<file path="config.mk">
export PLATFORM = sky130hd
export DESIGN_NAME = s3g_tx_pp
export DESIGN_NICKNAME = d
export VERILOG_FILES = /design/src/rtl/s3g_pkg.sv /design/src/rtl/s3g_pp_buf.sv /design/src/rtl/s3g_tx_pp.sv
export SDC_FILE = /design/constraint.sdc
export NUM_CORES = 1
export LEC_CHECK = 0
export BUFFER_PORTS_ARGS = -buffer_cell sky130_fd_sc_hd__buf_2
export CAP_MARGIN = 30
export CELL_PAD_IN_SITES_DETAIL_PLACEMENT = 2
export CELL_PAD_IN_SITES_GLOBAL_PLACEMENT = 2
export CORE_MARGIN = 8
export CORE_UTILIZATION = 52
export CTS_CLUSTER_DIAMETER = 150
export DETAILED_ROUTE_END_ITERATION = 8
export GPL_ROUTABILITY_DRIVEN = 1
export GPL_TIMING_DRIVEN = 0
export PLACE_DENSITY_LB_ADDON = 0.1
export SLEW_MARGIN = 20
export SYNTH_ARGS = -nofsm -noshare
export SYNTH_HDL_FRONTEND = slang
export SYNTH_SLANG_ARGS = --single-unit
</file>
<file path="constraint.sdc">
create_clock -name clk -period 5.55 [get_ports clk]
set_input_delay 1.11 -clock clk [delete_from_list [all_inputs] [get_ports clk]]
set_output_delay 1.11 -clock clk [all_outputs]
set_load 0.005 [all_outputs]
</file>
<file path="src/rtl/s3g_pkg.sv">
// Shared definitions for the S3G packet transmitter: sync byte, framing
// states and the CRC-8 byte update (polynomial x^8 + x^2 + x + 1, MSB first).
package s3g_pkg;

    localparam logic [7:0] S3G_SYNC  = 8'hD5;
    localparam logic [7:0] CRC8_POLY = 8'h07;

    // Framing states; the encoding fills the 2-bit space.
    typedef enum logic [1:0] {
        S_IDLE = 2'd0,
        S_HDR  = 2'd1,
        S_DATA = 2'd2,
        S_CRC  = 2'd3
    } state_t;

    // One byte of CRC-8 update, data processed MSB first, no reflection.
    function automatic logic [7:0] nextCRC8_D8(input logic [7:0] data,
                                               input logic [7:0] crc);
        logic [7:0] c;
        logic       fb;
        c = crc;
        for (int i = 7; i >= 0; i--) begin
            fb = c[7] ^ data[i];
            c  = {c[6:0], 1'b0} ^ (fb ? CRC8_POLY : 8'h00);
        end
        return c;
    endfunction

endpackage

</file>
<file path="src/rtl/s3g_pp_buf.sv">
// Two-bank payload store. One bank belongs to the host (loading), the other
// to the transmitter (reading). A commit marks the host bank pending; the
// framer's launch pulse swaps ownership and frees the host side again.
//
// Handshake: ld_ready=1 means the host bank may be written and committed.
// A commit is accepted only in a cycle with packet_wr=1, ld_ready=1 and a
// legal length; ld_ready drops the following cycle and rises again only
// when the framer launches the committed bank.
module s3g_pp_buf
    import s3g_pkg::*;
#(
    parameter int MAX_PAYLOAD = 32,
    parameter int ADDR_W      = (MAX_PAYLOAD > 1) ? $clog2(MAX_PAYLOAD) : 1
) (
    input  logic              clk,
    input  logic              rst_n,
    input  logic              ld_we,
    input  logic [ADDR_W-1:0] ld_addr,
    input  logic [7:0]        ld_data,
    input  logic [7:0]        payload_len,
    input  logic              len_ok,
    input  logic              packet_wr,
    input  logic              launch,
    input  logic [ADDR_W-1:0] rd_addr,
    output logic [7:0]        rd_data,
    output logic [7:0]        tx_len,
    output logic              pending,
    output logic              ld_ready,
    output logic              err_ovf
);

    logic [7:0] mem [2][MAX_PAYLOAD];
    logic [7:0] len_q [2];
    logic       hbank;
    logic       tbank;
    logic       addr_ok;
    logic       commit;

    // Out-of-range write addresses are dropped rather than aliased.
    assign addr_ok = (32'(ld_addr) < MAX_PAYLOAD);
    assign commit  = packet_wr && ld_ready && len_ok;

    // Host byte writes into the host-owned bank; contents are never reset.
    always_ff @(posedge clk) begin
        if (ld_we && addr_ok) begin
            mem[hbank][ld_addr] <= ld_data;
        end
    end

    // Per-bank length, captured only by an accepted commit.
    always_ff @(posedge clk or negedge rst_n) begin
        if (!rst_n) begin
            len_q[0] <= 8'h00;
            len_q[1] <= 8'h00;
        end else if (commit) begin
            len_q[hbank] <= payload_len;
        end
    end

    // Bank ownership, pending flag, ready flag and overflow pulse.
    always_ff @(posedge clk or negedge rst_n) begin
        if (!rst_n) begin
            hbank    <= 1'b0;
            tbank    <= 1'b0;
            pending  <= 1'b0;
            ld_ready <= 1'b1;
            err_ovf  <= 1'b0;
        end else begin
            err_ovf <= packet_wr && !ld_ready;
            // launch needs pending=1 and commit needs ld_ready=1; the two
            // are never true together, so the order here is not a priority.
            if (launch) begin
                tbank    <= hbank;
                hbank    <= ~hbank;
                pending  <= 1'b0;
                ld_ready <= 1'b1;
            end else if (commit) begin
                pending  <= 1'b1;
                ld_ready <= 1'b0;
            end
        end
    end

    // Combinational read of the transmit bank.
    assign rd_data = mem[tbank][rd_addr];
    assign tx_len  = len_q[tbank];

endmodule

</file>
<file path="src/rtl/s3g_tx_pp.sv">
// S3G packet transmitter top: frames each committed payload as
// D5, length, payload bytes, CRC-8 onto a byte link.
//
// Link handshake: tx_wr is a one-cycle strobe qualifying tx_data; the next
// byte is offered only after tx_done, and tx_done is ignored while tx_wr is
// high and while idle, so tx_wr never stays high two cycles in a row.
module s3g_tx_pp
    import s3g_pkg::*;
#(
    parameter int MAX_PAYLOAD = 32,
    parameter int ADDR_W      = (MAX_PAYLOAD > 1) ? $clog2(MAX_PAYLOAD) : 1,
    parameter int CNT_W       = 16
) (
    input  logic              clk,
    input  logic              rst_n,
    input  logic              ld_we,
    input  logic [ADDR_W-1:0] ld_addr,
    input  logic [7:0]        ld_data,
    input  logic [7:0]        payload_len,
    input  logic              packet_wr,
    output logic              ld_ready,
    input  logic              abort,
    output logic [7:0]        tx_data,
    output logic              tx_wr,
    input  logic              tx_done,
    output logic              busy,
    output logic [CNT_W-1:0]  pkt_cnt,
    output logic              err_len,
    output logic              err_ovf
);

    state_t     state;
    state_t     next_state;
    logic [7:0] idx;
    logic [7:0] crc;
    logic [7:0] rd_data;
    logic [7:0] tx_len;
    logic       pending;
    logic       len_ok;
    logic       done_ok;

    // Decoded actions for the current cycle.
    logic       launch;
    logic       send_hdr;
    logic       send_byte;
    logic       send_crc;
    logic       finish;
    logic       drop;

    assign len_ok  = (payload_len <= 8'(MAX_PAYLOAD));
    assign done_ok = tx_done && !tx_wr;

    s3g_pp_buf #(
        .MAX_PAYLOAD (MAX_PAYLOAD),
        .ADDR_W      (ADDR_W)
    ) u_buf (
        .clk         (clk),
        .rst_n       (rst_n),
        .ld_we       (ld_we),
        .ld_addr     (ld_addr),
        .ld_data     (ld_data),
        .payload_len (payload_len),
        .len_ok      (len_ok),
        .packet_wr   (packet_wr),
        .launch      (launch),
        .rd_addr     (idx[ADDR_W-1:0]),
        .rd_data     (rd_data),
        .tx_len      (tx_len),
        .pending     (pending),
        .ld_ready    (ld_ready),
        .err_ovf     (err_ovf)
    );

    // State register.
    always_ff @(posedge clk or negedge rst_n) begin
        if (!rst_n) begin
            state <= S_IDLE;
        end else begin
            state <= next_state;
        end
    end

    // Next-state selection from the decoded actions.
    always_comb begin
        next_state = state;
        if (launch) begin
            next_state = S_HDR;
        end else if (send_hdr) begin
            next_state = S_DATA;
        end else if (send_crc) begin
            next_state = S_CRC;
        end else if (finish || drop) begin
            next_state = S_IDLE;
        end
    end

    // Action decode; abort outranks tx_done in every busy state.
    always_comb begin
        launch    = 1'b0;
        send_hdr  = 1'b0;
        send_byte = 1'b0;
        send_crc  = 1'b0;
        finish    = 1'b0;
        drop      = 1'b0;
        case (state)
            S_IDLE: launch = pending;
            S_HDR: begin
                if (abort)        drop     = 1'b1;
                else if (done_ok) send_hdr = 1'b1;
            end
            S_DATA: begin
                if (abort) begin
                    drop = 1'b1;
                end else if (done_ok) begin
                    if (idx != tx_len) send_byte = 1'b1;
                    else               send_crc  = 1'b1;
                end
            end
            S_CRC: begin
                if (abort)        drop   = 1'b1;
                else if (done_ok) finish = 1'b1;
            end
            default: drop = 1'b1;
        endcase
    end

    // Link byte, payload index, running CRC, busy flag and packet counter.
    always_ff @(posedge clk or negedge rst_n) begin
        if (!rst_n) begin
            tx_data <= 8'h00;
            tx_wr   <= 1'b0;
            busy    <= 1'b0;
            idx     <= 8'h00;
            crc     <= 8'h00;
            pkt_cnt <= '0;
        end else begin
            tx_wr <= launch || send_hdr || send_byte || send_crc;
            if (launch) begin
                tx_data <= S3G_SYNC;
                busy    <= 1'b1;
            end
            if (send_hdr) begin
                tx_data <= tx_len;
                idx     <= 8'h00;
                crc     <= 8'h00;
            end
            if (send_byte) begin
                tx_data <= rd_data;
                crc     <= nextCRC8_D8(rd_data, crc);
                idx     <= idx + 8'd1;
            end
            if (send_crc) begin
                tx_data <= crc;
            end
            if (finish) begin
                busy    <= 1'b0;
                pkt_cnt <= pkt_cnt + CNT_W'(1);
            end
            if (drop) begin
                busy <= 1'b0;
            end
        end
    end

    // Length rejection pulse; an unavailable bank is reported as overflow
    // instead, so a bad length only counts when the host bank was free.
    always_ff @(posedge clk or negedge rst_n) begin
        if (!rst_n) begin
            err_len <= 1'b0;
        end else begin
            err_len <= packet_wr && ld_ready && !len_ok;
        end
    end

endmodule

</file>
==> results of run 1 <==
-- cell usage after synthesis (5+ instances only) --
cell type and count:
mux2_2 15, nand3_1 19, edfxtp_1 512, xnor3_1 5
a211o_1 7, a221oi_1 7, mux4_1 6, mux4_2 90
o221ai_1 18, nand2_1 37, a211oi_1 7, clkbuf_1 35
a22o_1 7, a22oi_1 7, o22ai_1 20, mux2i_1 97
or3_1 8, nor2b_1 8, nor2_1 115, a21o_1 9
dfrtp_1 65, buf_6 14, xnor2_1 29, buf_4 5
xor2_1 11, a21oi_1 17, buf_2 13, and3_1 6
o21ai_0 23, nor3_1 7
-- path summary, 6_finish.rpt --
path,from,endpoint,slack [ns],cells past startpoint
worst min-delay path,rst_n,u_buf.len_q[4],0.34,1
min in group clk,pkt_cnt[15],pkt_cnt[15],0.47,1
worst max-delay path,idx[1],crc[3],0.69,12
worst max register to register,idx[1],crc[3],0.69,12
max in group asynchronous,rst_n,pkt_cnt[12],4.64,2
worst min register to register,pkt_cnt[15],pkt_cnt[15],0.47,1
-- sequential cells by signal, indices dropped and copies added (netlist names) --
name,cells
u_buf.len_q,16
tx_data,8
err_len,1
u_buf.tbank,1
idx,8
u_buf.hbank,1
busy,1
u_buf.pending,1
u_buf.ld_ready,1
state,2
pkt_cnt,16
crc,8
u_buf.err_ovf,1
tx_wr,1
u_buf.mem,512
-- area by class of cell --
cell class / instances / share of cell area (%)
Antenna cell: 1 / 0.00943
Clock buffer: 80 / 6.05
Buffer: 68 / 1.55
Inverter: 4 / 0.0566
Timing Repair Buffer: 69 / 1.94
Sequential cell: 578 / 64.1
Multi-Input combinational cell: 622 / 22.2
Clock inverter: 30 / 1.21
Tap cell: 592 / 2.79
-- cell families (layout without fill, tap and decap cells) --
kind of cell	count (synthesis)	count (layout)	synth area share (%)
buffers and inverters	72	251	1.83
muxes	210	210	14.4
xor gates and xnor gates	47	47	2.20
and+or+nand+nor	226	226	4.41
DFF	578	578	72.9
other	0	1	0
adders and majority gates	2	2	0.107
AOI/OAI and AO/OA	137	137	4.16
-- routing by layer --
| layer | global-route usage, % | part of all wire [%] | up-vias |
|---|---|---|---|
| met5 | 0 | 0.031 | - |
| met4 | 14.9 | 5.4 | 4 |
| met3 | 6.03 | 7.2 | 227 |
| met2 | 51.7 | 49 | 694 |
| met1 | 38.5 | 38 | 7394 |
| li1 | - | - | 5346 |
-- worst max-delay path, delay by kind of cell (launching register included) --
kind	cells	cell delay, ns
buffers and inverters	3	1.18
and+or+nand+nor	1	0.49
AOI/OAI and AO/OA	6	1.70
DFF	1	0.37
xor gates and xnor gates	2	0.98
-- stage by stage --
step	total power, mW	hold WS, ns	setup WS, ns	util (%)
floorplan	7.09	0.453	2.57	-
global placement	8.04	0.458	1.14	55.0
detailed placement	8.23	0.464	0.889	55.4
CTS	12.4	0.331	0.755	59.7
global route	12.7	0.347	0.632	59.9
finish	12.4	0.336	0.686	59.9
-- power groups by stage --
stage	clock (mW)	sequential [mW]	combinational [mW]
6_report	4.11	5.01	3.28
5_1_grt	4.24	5.02	3.40
4_1_cts	4.12	5.01	3.26
3_5_place_dp	0	5.09	3.14
3_3_place_gp	0	5.07	2.97
2_1_floorplan	0	5.06	2.03
==> key figures, run 1 <==
Hold path
  – Worst Hold Class: in2async

Placed design
  – Final GP Congestion: roughly 0.8
  – Hpwl dp: 50.0 mm
  – Area post-placement: 24,500 um2
  – IO Port Bufs: 52
  – DP Cell Count: 1,925

Timing
  – Fmax achieved: 206 MHz
  – Clk_skew: 0.0184 ns
  – Post-layout min period: 4.86 ns
  – Final setup viols: 0
  – Final Hold Fails: 0
  – Total negative slack: 0 ns
  – Rel. slew slack: 29.5%
  – Pins Over Slew Limit: 0
  – RSZ-0062 raised after global routing: false
  – Worst-margin pin slew: around 1.1 ns
  – Period utilisation layout: 87.6%

Layout
  – Syn-to-layout area delta: 13.6%
  – Final instance area: about 27,000 um2
  – Fin nets: 1,430
  – Reg area: 17,000 um2
  – Most frequent cells in the layout: edfxtp_1, nor2_1, mux2i_1
  – Commonest non-fill, non-tap cell in the layout: edfxtp_1
  – Layout cell share with drive strength beyond 1: 21.1%
  – Area occupied by multi-input gates: 5910 um2
  – Finished Layout Cells: 2,044
  – Filler cells: roughly 3,600

Synthesis
  – Synth unique cells: 63
  – Async SR Flop Fraction: approximately 11%
  – Total number of yosys warnings: 0
  – Area leader, netlist: edfxtp_1
  – Synthesized cell area: 23,400 um2
  – Synth Register Bits: 578
  – Top cell type's share of synthesized area: 65.8%
  – Ranking of synthesized cells by area: edfxtp_1, mux4_2, dfrtp_1, mux2i_1, nor2_1
  – Syn avg cell area: 18.4 um2
  – Prevailing post-synth register cell: edfxtp_1
  – Synth Instances: roughly 1,300
  – Post-Syn Nets: 1,301
  – Number of flops mapped to enable cells by yosys: 512
  – Sequential share of the synthesized area: 72.9%

Clock tree
  – Clk buf depth: 3
  – CTS buffer count: 58
  – Post-CTS setup buffer count: 0
  – Worst-Skew Late Latency: roughly 0.64 ns
  – TritonCTS clock tree: built
  – H-tree depth: 2
  – Cts hold-fix bufs: 0
  – Root buffer cell: clkbuf_16
  – Cts repair resizes: 0
  – Sink Count: 578
  – CTS clk-pin slew, worst paths: about 0.07 ns

Worst setup path
  – Nature of the critical path endpoint: register
  – Worst-path cell chain: buf_2 > buf_4 > nand3_1 > clkbuf_1 > o22ai_1 > a211oi_1 > a221oi_1 > a21oi_1 > xnor2_1 > xnor3_1 > a21o_1 > a21o_1
  – Slowest stage cell, crit path: xnor3_1
  – Critical Path AT: approximately 5.4 ns
  – Crit Path Max Fanout: 10
  – Req. time, crit path: 6.08 ns
  – Setup CP Type: reg2reg
  – Most used cell, CP: a21o_1
  – Worst path max stage delay: 0.54 ns
  – Startpoint types: register

Power and ir drop
  – Power Internal: 8.54 mW
  – Sequential power share: about two fifths
  – Clock group share of total power: approximately a third
  – Net Sw Frac: 31.1%
  – P_sw: 3.86 mW
  – Leakage Power: 9.05 nW
  – Worst IR drop on VDD: 0.307 mV
  – Pwr Density: 467 nW/um2
  – Comb pwr share: between 20% and 30%

Global route
  – GRT Overall Usage: 30.9%
  – First-pass GRT wire length: 115 mm
  – Vias in the first global route: 14,800
  – Largest net degree at the start of global routing: 65
  – Initial antenna violation count: 4
  – Grt ovf: 0

Floorplan
  – Die area: 52,000 um2
  – Die width: 228 um
  – Initial Utilization: between 50 and 60%
  – Floorplan row count: 77
  – IO Pins: 56
  – Die Y: ~230 um
  – Core area: 44,300 um2

Run status
  – Status: finished, final reports clean

Drt
  – ANT nets after route: 0
  – Iteration-0 DRC Markers: 1,482
  – Routed wire per std cell: about 40 um
  – Via count: roughly 14,000
  – DRC violations left: 0
  – TritonRoute pass-1 iters: 5
  – Routed vias/inst: approximately 6.7
  – Total Wirelength: between 80 and 90 mm

Flow run
  – # Max-Cap Violations: 0
Power figures use the tool's default switching activity.
==> inputs of run 2 (changes only) <==
--- a/config.mk
+++ b/config.mk
@@ -19,4 +19,5 @@
 export SLEW_MARGIN = 20
 export SYNTH_ARGS = -nofsm -noshare
 export SYNTH_HDL_FRONTEND = slang
+export SYNTH_HIERARCHICAL = 1
 export SYNTH_SLANG_ARGS = --single-unit
==> run 2 against run 1 <==
Net effect:
- critical path depth decreased by 2
- sequential power shrank 4.6%
- highest routed layer is now met4
- area after synthesis fell by 0.59%
- hold slack better by 0.017 ns
- clock-buffer cell count shrank 7
- largest power group unchanged
- setup slack better by 0.19 ns
- clock skew rose by 0.0032 ns
==> key figures, run 2 <==
Timing
  – Clk_skew: 0.0217 ns
  – Fmax achieved: roughly 210 MHz
  – Final Hold Fails: 0
  – Final setup viols: 0
  – Worst-margin pin slew: 1.07 ns
  – Post-layout min period: ~4.7 ns
  – RSZ-0062 raised after global routing: false
  – Rel. slew slack: 28.2%
  – Total negative slack: 0 ns
  – Period utilisation layout: about 84%
  – Pins Over Slew Limit: 0

Clock tree
  – CTS buffer count: 59
  – TritonCTS clock tree: built
  – Sink Count: 578
  – Post-CTS setup buffer count: 0
  – Clk buf depth: 3
  – CTS clk-pin slew, worst paths: about 0.070 ns
  – Cts repair resizes: 0
  – Root buffer cell: clkbuf_16
  – Worst-Skew Late Latency: 0.63 ns
  – H-tree depth: 2
  – Cts hold-fix bufs: 0

Drt
  – Routed wire per std cell: just under 40 um
  – Total Wirelength: 78.2 mm
  – Iteration-0 DRC Markers: between 1,500 and 2,000
  – DRC violations left: 0
  – Routed vias/inst: between 6 and 7
  – TritonRoute pass-1 iters: 5
  – ANT nets after route: 0
  – Via count: 13,500

Global route
  – Largest net degree at the start of global routing: 65
  – Vias in the first global route: 14,700
  – Initial antenna violation count: 1
  – Busiest layer in global routing: met2
  – Met1 Use GR: 37.9%
  – First-pass GRT wire length: 112 mm
  – GR Util met3: 5.72%
  – GRT Overall Usage: 30.9%
  – M2 GR Usage: 53.4%
  – Grt ovf: 0

Floorplan
  – Initial Utilization: 52.6%
  – Die Y: 227 um
  – Core area: approximately 44,000 um2
  – Die width: between 200 and 250 um
  – Floorplan row count: 77
  – IO Pins: 56
  – Die area: 51,700 um2

Synthesis
  – Synthesized cell area: 23,200 um2
  – Syn avg cell area: 19.2 um2
  – Area leader, netlist: edfxtp_1
  – Most numerous cell in the Yosys netlist: edfxtp_1
  – Compound-Gate Fraction of Synth Area: between 3 and 4%
  – Number of flops mapped to enable cells by yosys: 512
  – Largest family of logic cells by synthesized area: multiplexers
  – Synth unique cells: 62
  – Synth Register Bits: 578
  – Sequential share of the synthesized area: 73.3%
  – Synth Instances: 1,208
  – Prevailing post-synth register cell: edfxtp_1
  – Async SR Flop Fraction: 11.4%
  – Total number of yosys warnings: 6
  – Post-Synth XOR/XNOR Area: 1.81%
  – Post-Syn Nets: 1,237
  – Synth Area in Adders: 0.108%
  – Ranking of synthesized cells by area: edfxtp_1, mux4_2, dfrtp_1, mux2i_1, nor2_1
  – Simple-Gate Fraction of Synth Area: 4.50%
  – Top cell type's share of synthesized area: about two thirds
  – Commonest cells in the synthesized netlist: edfxtp_1, mux4_2, nor2_1, dfrtp_1, mux2i_1
  – Post-synthesis mux area share: 15.3%

Worst setup path
  – Critical Path AT: 5.18 ns
  – Startpoint types: register
  – Req. time, crit path: 6.06 ns
  – Setup CP Type: reg2reg
  – Nature of the critical path endpoint: register
  – Crit Path Max Fanout: 10

Layout
  – Most flops, register: u_buf/mem
  – Antenna cells: 0
  – Final core utilization: 60.0%
  – Most frequent cells in the layout: edfxtp_1, mux4_2, nor2_1
  – Syn-to-layout area delta: 14.1%
  – Top Registers: u_buf/mem: 512 flops, pkt_cnt: 16 flops, u_buf/len_q: 16 flops
  – Final instance area: 26,500 um2
  – Layout cell share with drive strength beyond 1: 26.5%
  – Filler cells: 3,668
  – Commonest non-fill, non-tap cell in the layout: edfxtp_1
  – Fin nets: 1,375
  – Max reg flops: 512

Power and ir drop
  – Leakage Power: 8.90 nW
  – Worst IR drop on VDD: 0.291 mV
  – Pwr Density: between 300 and 400 nW/um2

Flow run
  – # Max-Cap Violations: 0

Hold path
  – Worst Hold Class: in2async

Placed design
  – Area post-placement: around 24,000 um2
  – IO Port Bufs: 52
  – Final GP Congestion: 0.836
  – Hpwl dp: 47.4 mm

Run status
  – Status: finished, final reports clean
run 2: power by group:
group | total [mW] | switching (mW) | internal [mW] | leakage [nW]
logic | 0.182 | 0.137 | 0.0446 | 2.40
clock network | 4.21 | 1.76 | 2.44 | 0.983
registers | 4.78 | 0.0144 | 4.76 | 5.51
run 2: metal layers:
| metal | vias up | wire [um] |
|---|---|---|
| met3 | 190 | 5680 |
| met1 | 7316 | 29300 |
| li1 | 5180 | - |
| met2 | 789 | 40000 |
| met5 | - | 0 |
| met4 | 0 | 3280 |
run 2: kinds of logic (layout without fill, tap and decap cells):
logic type,count (synthesis),in the layout
fa+ha+maj,2,2
compound gates,111,111
buf+inv,67,253
flops,578,578
mux,193,193
xor+xnor,47,47
simple gates,210,210
run 2: critical path: stages, from the launching register on:
cell	delay, ns
dfrtp_1	0.58
buf_2	0.47
clkbuf_1	0.74
mux4_2	0.41
o22ai_1	0.18
o41ai_1	0.86
xor2_1	0.27
xnor2_2	0.35
xnor2_1	0.17
and3_1	0.22
a211o_1	0.26
run 2: cell type report:
class,instances,area (um2),share of cell area (%)
flip-flops and latches,578,17000,64.3
multi-input cells,563,5820,22.0
clock buffers,73,1590,6.01
well taps,592,741,2.80
repair buffers,77,542,2.04
clock inverters,36,395,1.49
plain buffers,60,345,1.30
inverters,7,26.3,0.0992
run 2: metrics by stage:
step	worst slack, ns	power, mW	cells	hold WS [ns]
after global routing	0.908	9.36	1986	0.354
final	0.876	9.17	1986	0.353
after floorplan	2.49	4.91	1208	0.465
after CTS	0.810	9.22	1968	0.332
after detailed placement	1.13	5.04	1859	0.475
after global placement	1.22	5.02	1852	0.452
run 2: final timing paths:
path                       slack (ns)   startpoint              to  depth (start not counted)
setup / recovery                 0.88       idx[1]          crc[2]                         10
hold / removal                   0.35        rst_n      pkt_cnt[8]                          1
setup reg to reg                 0.88       idx[1]          crc[2]                         10
hold reg to reg                  0.48  pkt_cnt[15]     pkt_cnt[15]                          1
max in group asynchronous        4.63        rst_n  u_buf/ld_ready                          2
min in group clk                 0.48  pkt_cnt[15]     pkt_cnt[15]                          1
